## config.mk

```make
export PLATFORM = sky130hd
export DESIGN_NAME = uart_rx
export DESIGN_NICKNAME = d
export VERILOG_FILES = /design/src/rtl/uart_rx.sv
export SDC_FILE = /design/constraint.sdc
export NUM_CORES = 1
export LEC_CHECK = 0
export ABC_AREA = 1
export CORE_MARGIN = 2
export CORE_UTILIZATION = 35
export DETAILED_ROUTE_END_ITERATION = 6
export HOLD_SLACK_MARGIN = 0.02
export SLEW_MARGIN = 10
export SYNTH_ARGS = -nofsm -noshare
export SYNTH_HDL_FRONTEND = slang
export SYNTH_SLANG_ARGS = --single-unit
```

## constraint.sdc

```tcl
create_clock -name clk -period 3.2 [get_ports clk]
set_input_delay 0.32 -clock clk [delete_from_list [all_inputs] [get_ports clk]]
set_output_delay 0.32 -clock clk [all_outputs]
set_load 0.1 [all_outputs]
```

## src/rtl/uart_rx.sv

```systemverilog
// uart_rx: 8N1-style serial receiver with a 2-FF input synchronizer,
// a mid-bit sampling baud counter and an LSB-first SIPO.
//
// Ports:
//   clk         - system clock, rising edge
//   rst         - asynchronous active-low reset
//   Serial_In   - asynchronous serial line, idle high
//   rx_data     - last correctly framed word (LSB = first data bit)
//   rx_valid    - one-cycle pulse, rx_data updated this cycle
//   frame_error - one-cycle pulse, stop bit sampled low
//   rx_busy     - high whenever the receiver is not idle
module uart_rx #(
  parameter int unsigned W_WORD_LENGHT = 8,
  parameter int unsigned BAUD          = 434,
  parameter int unsigned HALF_BAUD     = 217
) (
  input  logic                     clk,
  input  logic                     rst,
  input  logic                     Serial_In,
  output logic [W_WORD_LENGHT-1:0] rx_data,
  output logic                     rx_valid,
  output logic                     frame_error,
  output logic                     rx_busy
);

  localparam int unsigned CW = (BAUD > 1) ? $clog2(BAUD) : 1;
  localparam int unsigned BW = (W_WORD_LENGHT > 1) ? $clog2(W_WORD_LENGHT) : 1;

  localparam logic [CW-1:0] HALF_LAST = CW'(HALF_BAUD - 1);
  localparam logic [CW-1:0] BAUD_LAST = CW'(BAUD - 1);
  localparam logic [BW-1:0] BIT_LAST  = BW'(W_WORD_LENGHT - 1);

  localparam logic [2:0] S_IDLE      = 3'd0;
  localparam logic [2:0] S_START     = 3'd1;
  localparam logic [2:0] S_DATA      = 3'd2;
  localparam logic [2:0] S_STOP      = 3'd3;
  localparam logic [2:0] S_WAIT_HIGH = 3'd4;

  logic                     sync1_q, sync2_q;
  logic                     rx_s;
  logic [2:0]               state_q, state_d;
  logic [CW-1:0]            cnt_q, cnt_d;
  logic [BW-1:0]            bit_q, bit_d;
  logic [W_WORD_LENGHT-1:0] sh_q, sh_d;
  logic [W_WORD_LENGHT-1:0] data_q, data_d;
  logic                     valid_q, valid_d;
  logic                     ferr_q, ferr_d;
  logic                     sample;

  assign rx_s = sync2_q;

  // Mid-bit sample point: half a bit into the start bit, a full bit thereafter.
  always_comb begin
    sample = 1'b0;
    if (state_q == S_START)
      sample = (cnt_q == HALF_LAST);
    else if ((state_q == S_DATA) || (state_q == S_STOP))
      sample = (cnt_q == BAUD_LAST);
  end

  always_comb begin
    state_d = state_q;
    cnt_d   = cnt_q;
    bit_d   = bit_q;
    sh_d    = sh_q;
    data_d  = data_q;
    valid_d = 1'b0;
    ferr_d  = 1'b0;
    case (state_q)
      S_IDLE: begin
        cnt_d = '0;
        if (!rx_s) state_d = S_START;
      end
      S_START: begin
        if (sample) begin
          cnt_d   = '0;
          bit_d   = '0;
          state_d = rx_s ? S_IDLE : S_DATA;
        end else begin
          cnt_d = cnt_q + 1'b1;
        end
      end
      S_DATA: begin
        if (sample) begin
          cnt_d = '0;
          sh_d  = {rx_s, sh_q[W_WORD_LENGHT-1:1]};
          // Bit counter saturates at the last bit instead of wrapping.
          if (bit_q == BIT_LAST) state_d = S_STOP;
          else                   bit_d   = bit_q + 1'b1;
        end else begin
          cnt_d = cnt_q + 1'b1;
        end
      end
      S_STOP: begin
        if (sample) begin
          cnt_d = '0;
          if (rx_s) begin
            data_d  = sh_q;
            valid_d = 1'b1;
            state_d = S_IDLE;
          end else begin
            ferr_d  = 1'b1;
            state_d = S_WAIT_HIGH;
          end
        end else begin
          cnt_d = cnt_q + 1'b1;
        end
      end
      S_WAIT_HIGH: begin
        // A held-low (break) line must return high before a new start is accepted.
        cnt_d = '0;
        if (rx_s) state_d = S_IDLE;
      end
      default: begin
        cnt_d   = '0;
        state_d = S_IDLE;
      end
    endcase
  end

  always_ff @(posedge clk or negedge rst) begin
    if (!rst) begin
      sync1_q <= 1'b1;
      sync2_q <= 1'b1;
      state_q <= S_IDLE;
      cnt_q   <= '0;
      bit_q   <= '0;
      sh_q    <= '0;
      data_q  <= '0;
      valid_q <= 1'b0;
      ferr_q  <= 1'b0;
    end else begin
      sync1_q <= Serial_In;
      sync2_q <= sync1_q;
      state_q <= state_d;
      cnt_q   <= cnt_d;
      bit_q   <= bit_d;
      sh_q    <= sh_d;
      data_q  <= data_d;
      valid_q <= valid_d;
      ferr_q  <= ferr_d;
    end
  end

  assign rx_data     = data_q;
  assign rx_valid    = valid_q;
  assign frame_error = ferr_q;
  assign rx_busy     = (state_q != S_IDLE);

endmodule

```

-- Word-level counts from Yosys, hierarchy flattened
Cells that the tools add are included.
- reductions and logical operators: 9
- multiplexer cells: 23
- $add $sub $neg: 2
- eq/ne operators: 14
- operators with widths (cell ; number):
    $mux 3 ; 10
    $mux 9 ; 2
    $pmux 3 s5 ; 1
    $ne 2x2->1 const B ; 6
    $add 9x1->9 const B ; 1
    $eq 9x8->1 const B ; 1
    $eq 9x9->1 const B ; 1
    $mux 1 ; 8
    $eq 3x2->1 const B ; 2
    $eq 3x3->1 const B ; 2
    $pmux 3 s2 ; 1
    $reduce_and 6->1 ; 1
    $reduce_and 4->1 ; 1
    $add 3x1->3 const B ; 1
    $eq 3x1->1 const B ; 1
    $logic_not 3->1 ; 1
    $reduce_and 3->1 ; 1
    $reduce_bool 3->1 ; 1
    $reduce_or 3->1 ; 1
    $mux 2 ; 1
    $ne 2x1->1 const B ; 1
    $reduce_and 2->1 ; 1
    $reduce_bool 2->1 ; 1
    $logic_or 1x1->1 ; 1
- word-level logic and storage cells: 57
- input bits: 3
- flip-flop bits (word level): 35

-- Longest topological paths before layout
Gate-level depths: netlist (run 1).
- depth in word-level cells: 6
- gate-level depth with buffers: 11
- gate-level depth less buffers: 11

-- Least setup slack after synthesis (run 1)
OpenSTA, ideal clock, no wires.
- path kind: reg-to-output
- start point: reg state_q[1]
- end point: out rx_busy
- data arrival time: 1181 ps
- path slack: 1699 ps
- stages on the path, launching flop included: 3
- path through: dfrtp_1 -> nor2_1 -> nand2_1
- cells in the longest elaborated chain, start to end: 1
- ends and longest elaborated chain (what ; line ; source):
    from (decl) ; 41 ; logic [2:0] state_q, state_d;
    from (signal assigned) ; 135 ; state_q <= state_d;
    $reduce_bool 3->1 ; 148 ; assign rx_busy = (state_q != S_IDLE);
    to (decl) ; 23 ; output logic rx_busy
Every way passes these cells.

-- Worst setup path after layout (run 1)
- start point: reg data_q[1], in the netlist rx_data[1]
- end point: out rx_data[1]
- RTL lines (what ; line ; source):
    from (decl) ; 45 ; logic [W_WORD_LENGHT-1:0] data_q, data_d;
    from (signal assigned) ; 139 ; data_q <= data_d;
    to (decl) ; 20 ; output logic [W_WORD_LENGHT-1:0] rx_data,
No word-level cell between the ends.

==> impl_metrics.py, run 1 <==
metrics = {
    "outcome": {
        "status": "complete, no violations",
    },
    "timing": {
        "drv_slew": 0,
        "finalCritPeriodShare": 0.653,
        "fin_setup_tns_ps": 0,
        "rsz0062_at_grt": "false",
        "finalHoldWorstSlack_ps": 361,
        "fmax_ghz": 0.479,
        "slew_headroom": 0.351,
        "finalHoldViolations": 0,
        "fin_crit_ps": 2090,
        "setup_ws_ps": 1110,
        "finClkSkew_ps": 10.6,
        "tightest_slew_ps": 971,
        "setup_viol": 0,
    },
    "worst_setup_path": {
        "cp-end-kind": "output pin",
        "cp_slowest_stage_delay_ps": 1130,
        "cpLargestDelayFamily": "buffers and inverters",
        "r2r_end": "bit_q[1]",
        "path_cells": "clkdlybuf4s50_1",
        "worstSetupStartpoint": "rx_data[1]",
        "crit_type": "register to output pin",
        "cpMaxStageDelayCell": "clkdlybuf4s50_1",
        "path_buf_inv": 1,
        "startpoint_type": "register",
        "rr_worst_depth": 8,
        "cp_max_fo": 2,
        "reg2reg_from": "state_q[2]",
        "timing.reg2reg.setup_slack_ps": 1420,
        "crit_required_ps": 2880,
        "arrival_ps": 1770,
    },
    "global_routing": {
        "grt.total_usage": 0.129,
        "grt-ovfl-total": 0,
        "grt_antenna_before_repair": 0,
        "grt_pass1_vias": 1191,
        "grt_max_degree": 36,
        "grt_pass1_wl_microns": 5310,
    },
    "cts": {
        "worstSkewPairLatency_ps": 280,
        "cts_resized": 0,
        "clk_pin_slew_ps": 70,
        "clock_path_buffers": 2,
        "ctsHoldBuffers": 0,
        "cts_tree": "yes",
        "postCtsSetupBuffers": 0,
        "numCtsBuffers": 5,
        "cts_root_buffer": "clkbuf_8",
        "clock_sinks": 35,
        "cts_max_level": 2,
    },
    "logic_synthesis": {
        "synth_seq_cells": 35,
        "ys.warnings.count": 0,
        "synth.distinct_cells": 21,
        "synth_area_sq_um": 1640,
        "synth_area_per_cell_sq_um": 8.46,
        "netlist_top_cells_area": "dfrtp_1 (50%), nand2_1 (14%), nand3_1 (7.9%)",
        "syn_inst": 194,
        "synth_top_area_frac": 0.503,
        "ys_seq_area_frac": 0.535,
        "syn-num-nets": 202,
        "yosysTopAreaCell": "dfrtp_1",
    },
    "final_layout": {
        "synthToLayoutAreaGrowth_pct": 18.6,
        "antenna_cells": 0,
        "nFillCells": 436,
        "final_common_cell": "nand2_1",
        "nets": 221,
        "layout.cells.non_filler": 266,
        "final_util": 0.438,
        "final_cell_area_sq_um": 1950,
        "drive_gt1_frac": 0.112,
        "final_cell_mix": "nand2_1 (63), dfrtp_1 (33), nand3_1 (26), nor2_1 (23), inv_1 (14)",
    },
    "min_path": {
        "min_path_cells": 0,
        "hp-class": "register to register",
        "hold_start": "sync1_q",
        "hold_path_end": "rx_s",
    },
    "floorplanning": {
        "die_area_sq_um": 5250,
        "die_x_microns": 72.5,
        "rows": 24,
        "die_h_microns": 72.5,
        "start_util": 0.369,
        "io_pins": 14,
        "core-area_sq_um": 4440,
    },
    "routing": {
        "drtAntennaViolNets": 0,
        "vias": 1245,
        "drc": 0,
        "dr.first_iter.drc_count": 97,
        "routedWlPerCell_microns": 11.0,
        "routed_wl_microns": 2920,
        "via_per_inst": 4.68,
        "dr.pass1.iters": 6,
    },
    "placed_design": {
        "place_congestion": 0.813,
        "dp.cells": 258,
        "post_dp_cell_area_sq_um": 1830,
        "dpl.hpwl_microns": 2110,
        "place_ws_ps": 1410,
        "portBuffers": 13,
    },
    "pwr": {
        "power.density_nw_per_um2": 442,
        "power.total_mw": 0.861,
        "ir_worst_vdd_v": 0.000158,
        "leakage_nw": 0.990,
    },
    "run": {
        "maxCapViolations": 0,
    },
}
[area by class of cell]
type,count,area [sq um],share of cell area
Multi-Input combinational cell,138,679,0.349
Sequential cell,35,878,0.451
Inverter,19,71.3,0.0366
Tap cell,52,65.1,0.0334
Clock inverter,2,35.0,0.0180
Timing Repair Buffer,14,135,0.0694
Clock buffer,6,82.6,0.0424
[report_power, final]
part,switching (mW),internal (mW)
combinational,0.00945,0.00317
sequential,0.000876,0.445
clock,0.151,0.252
[layer usage]
| layer | GRT usage | part of all wire | vias to the layer above |
|---|---|---|---|
| li1 | - | - | 644 |
| met1 | 0.177 | 0.49 | 565 |
| met4 | 0.0432 | 0.016 | 0 |
| met2 | 0.195 | 0.45 | 32 |
| met5 | 0 | 0 | - |
| met3 | 0.0375 | 0.048 | 4 |
[Yosys cell counts, drive strengths merged]
| library cell | count |
|---|---|
| nand3 | 26 |
| dfstp | 2 |
| inv | 19 |
| nand2 | 67 |
| nor2 | 24 |
| ha | 5 |
| nor3 | 1 |
| nand4 | 1 |
| or2 | 1 |
| xor2 | 3 |
| buf | 2 |
| nor4 | 1 |
| o21ai | 7 |
| dfrtp | 33 |
| xnor2 | 2 |
[sequential cells by signal, indices dropped and copies added, names as in the netlist]
signal / count
cnt_q: 9
rx_data: 8
sh_q: 8
bit_q: 3
state_q: 3
frame_error: 1
rx_s: 1
rx_valid: 1
sync1_q: 1
[worst max-delay path by stage]
stage,cells after the start,slack [ps],endpoint
after global placement,1,1420,rx_data[2]
after CTS,1,1090,rx_data[2]
final,1,1110,rx_data[1]
after detailed placement,1,1410,rx_data[2]
after floorplan,2,1700,rx_busy
after global routing,1,1050,rx_data[6]
[logic make-up after synthesis]
group	synth area share
and+or+nand+nor	0.328
DFF	0.535
buffers and inverters	0.0511
AOI/OAI and AO/OA	0.0213
xor gates and xnor gates	0.0267
adders and majority gates	0.0381
No activity file was read; power rests on OpenSTA's default activity.
==> inputs of run 2 (changes only) <==
==> constraint.sdc (replaced) <==
create_clock -name clk -period 2.07 [get_ports clk]
set_input_delay 0.207 -clock clk [delete_from_list [all_inputs] [get_ports clk]]
set_output_delay 0.207 -clock clk [all_outputs]
set_load 0.1 [all_outputs]
==> run 2 against run 1 <==
  * First-iteration DRC count down 1.0%
  * Largest cell class unchanged
  * Critical endpoint is now sh_q[7]
  * Sequential share of layout area rose by 0.41 points
  * Power increased by 55%
  * Global-route usage rose by 0.32 points
  * Utilization down 0.39 points
  * Die area unchanged
==> impl_metrics.py, run 2 (same netlist as run 1, synthesis figures left out) <==
metrics = {
    "final_layout": {
        "drive_gt1_frac": 0.163,
        "max_flop_register": "cnt_q",
        "nets": 222,
        "final_cell_mix": "nand2_1 (63), dfrtp_1 (33), nand3_1 (26), nor2_1 (23), inv_1 (14)",
        "final_cell_area_sq_um": 1930,
        "final_common_cell": "nand2_1",
        "largest_reg_flops": 9,
        "synthToLayoutAreaGrowth_pct": 17.5,
        "antenna_cells": 0,
    },
    "placed_design": {
        "place_ws_ps": 472,
        "portBuffers": 13,
        "post_dp_cell_area_sq_um": 1810,
        "place_congestion": 0.802,
        "dpl.hpwl_microns": 2100,
    },
    "routing": {
        "via_per_inst": 4.70,
        "routedWlPerCell_microns": 11.1,
        "routed_wl_microns": 2960,
        "vias": 1256,
        "drtAntennaViolNets": 0,
        "dr.first_iter.drc_count": 96,
        "drc": 0,
        "dr.pass1.iters": 4,
    },
    "floorplanning": {
        "core-area_sq_um": 4440,
        "rows": 24,
        "die_x_microns": 72.5,
        "die_h_microns": 72.5,
        "io_pins": 14,
        "start_util": 0.369,
        "die_area_sq_um": 5250,
    },
    "pwr": {
        "power.total_mw": 1.34,
        "power.density_nw_per_um2": 693,
        "share_comb_of_total_power": 0.015,
        "leakage_nw": 1.02,
        "power_switching_mw": 0.256,
        "swShare": 0.191,
        "power.internal_mw": 1.08,
        "ir_worst_vdd_v": 0.000386,
        "power.share.sequential": 0.515,
        "clkPwrFrac": 0.471,
    },
    "timing": {
        "fin_crit_ps": 1620,
        "setup_viol": 0,
        "drv_slew": 0,
        "fmax_ghz": 0.619,
        "finClkSkew_ps": 4.90,
        "slew_headroom": 0.618,
        "finalHoldViolations": 0,
        "tightest_slew_ps": 569,
        "rsz0062_at_grt": "false",
        "setup_ws_ps": 454,
        "finalHoldWorstSlack_ps": 326,
        "finalCritPeriodShare": 0.781,
        "fin_setup_tns_ps": 0,
    },
    "worst_setup_path": {
        "crit_type": "register to register",
        "crit_required_ps": 2240,
        "arrival_ps": 1780,
        "startpoint_type": "register",
        "cp-end-kind": "register",
        "cp_max_fo": 18,
    },
    "global_routing": {
        "grt_max_degree": 36,
        "grt_pass1_wl_microns": 5290,
        "grt.total_usage": 0.132,
        "grt_pass1_vias": 1183,
        "grt_antenna_before_repair": 0,
        "grt-ovfl-total": 0,
    },
    "run": {
        "maxCapViolations": 0,
    },
    "cts": {
        "clock_sinks": 35,
        "cts_max_level": 2,
        "clock_path_buffers": 2,
        "numCtsBuffers": 5,
        "cts_resized": 0,
        "postCtsSetupBuffers": 0,
        "ctsHoldBuffers": 0,
        "clk_pin_slew_ps": 70,
        "cts_tree": "yes",
        "cts_root_buffer": "clkbuf_8",
        "worstSkewPairLatency_ps": 280,
    },
    "min_path": {
        "hp-class": "primary input to asynchronous set/reset pin",
    },
    "outcome": {
        "status": "complete, no violations",
    },
}
-- run 2: area by class of cell --
class	instances	area, sq um
Fill cell	463	2510
Sequential cell	35	878
Multi-Input combinational cell	138	679
Timing Repair Buffer	15	118
Clock buffer	6	82.6
Inverter	19	71.3
Tap cell	52	65.1
Clock inverter	2	35.0
-- run 2: power groups by stage --
stage	Combinational [mW]	Sequential [mW]	Clock (mW)
after floorplan	0.00190	0.701	0
after global placement	0.0214	0.701	0
after detailed placement	0.0213	0.701	0
after CTS	0.0212	0.688	0.648
after global routing	0.0234	0.688	0.675
final	0.0195	0.688	0.630
-- run 2: per-layer routing --
metal / vias to the layer above / wire length [microns] / GRT usage
met2: 22 / 1290 / 0.195
met5: - / 0 / 0
met4: 0 / 81 / 0.0679
li1: 651 / - / -
met1: 575 / 1470 / 0.176
met3: 8 / 116 / 0.0389
-- run 2: worst max-delay path: stages, from the launching register on --
cell and delay [ps]:
dfrtp_1 430, inv_1 80, ha_1 130, nand2_1 50, nor2_1 90, nand2_1 70, inv_1 50, nand2_1 70
nand2_4 190, nand2_2 170, nand2_1 100, o21ai_1 60
-- run 2: final timing paths --
path / start / endpoint / slack (ps) / depth (start not counted)
max: cnt_q[0] / sh_q[7] / 450 / 11
min: rst / state_q[1] / 330 / 2
max reg2reg: cnt_q[0] / sh_q[7] / 450 / 11
min reg2reg: sync1_q / rx_s / 360 / 0
max in group asynchronous: rst / sync1_q / 1420 / 2
min in group clk: Serial_In / sync1_q / 330 / 1
-- run 2: per-stage QoR --
step / cells / util
after floorplan: 194 / -
after global placement: 259 / 0.408
after detailed placement: 259 / 0.408
after CTS: 267 / 0.434
after global routing: 267 / 0.434
final: 267 / 0.434
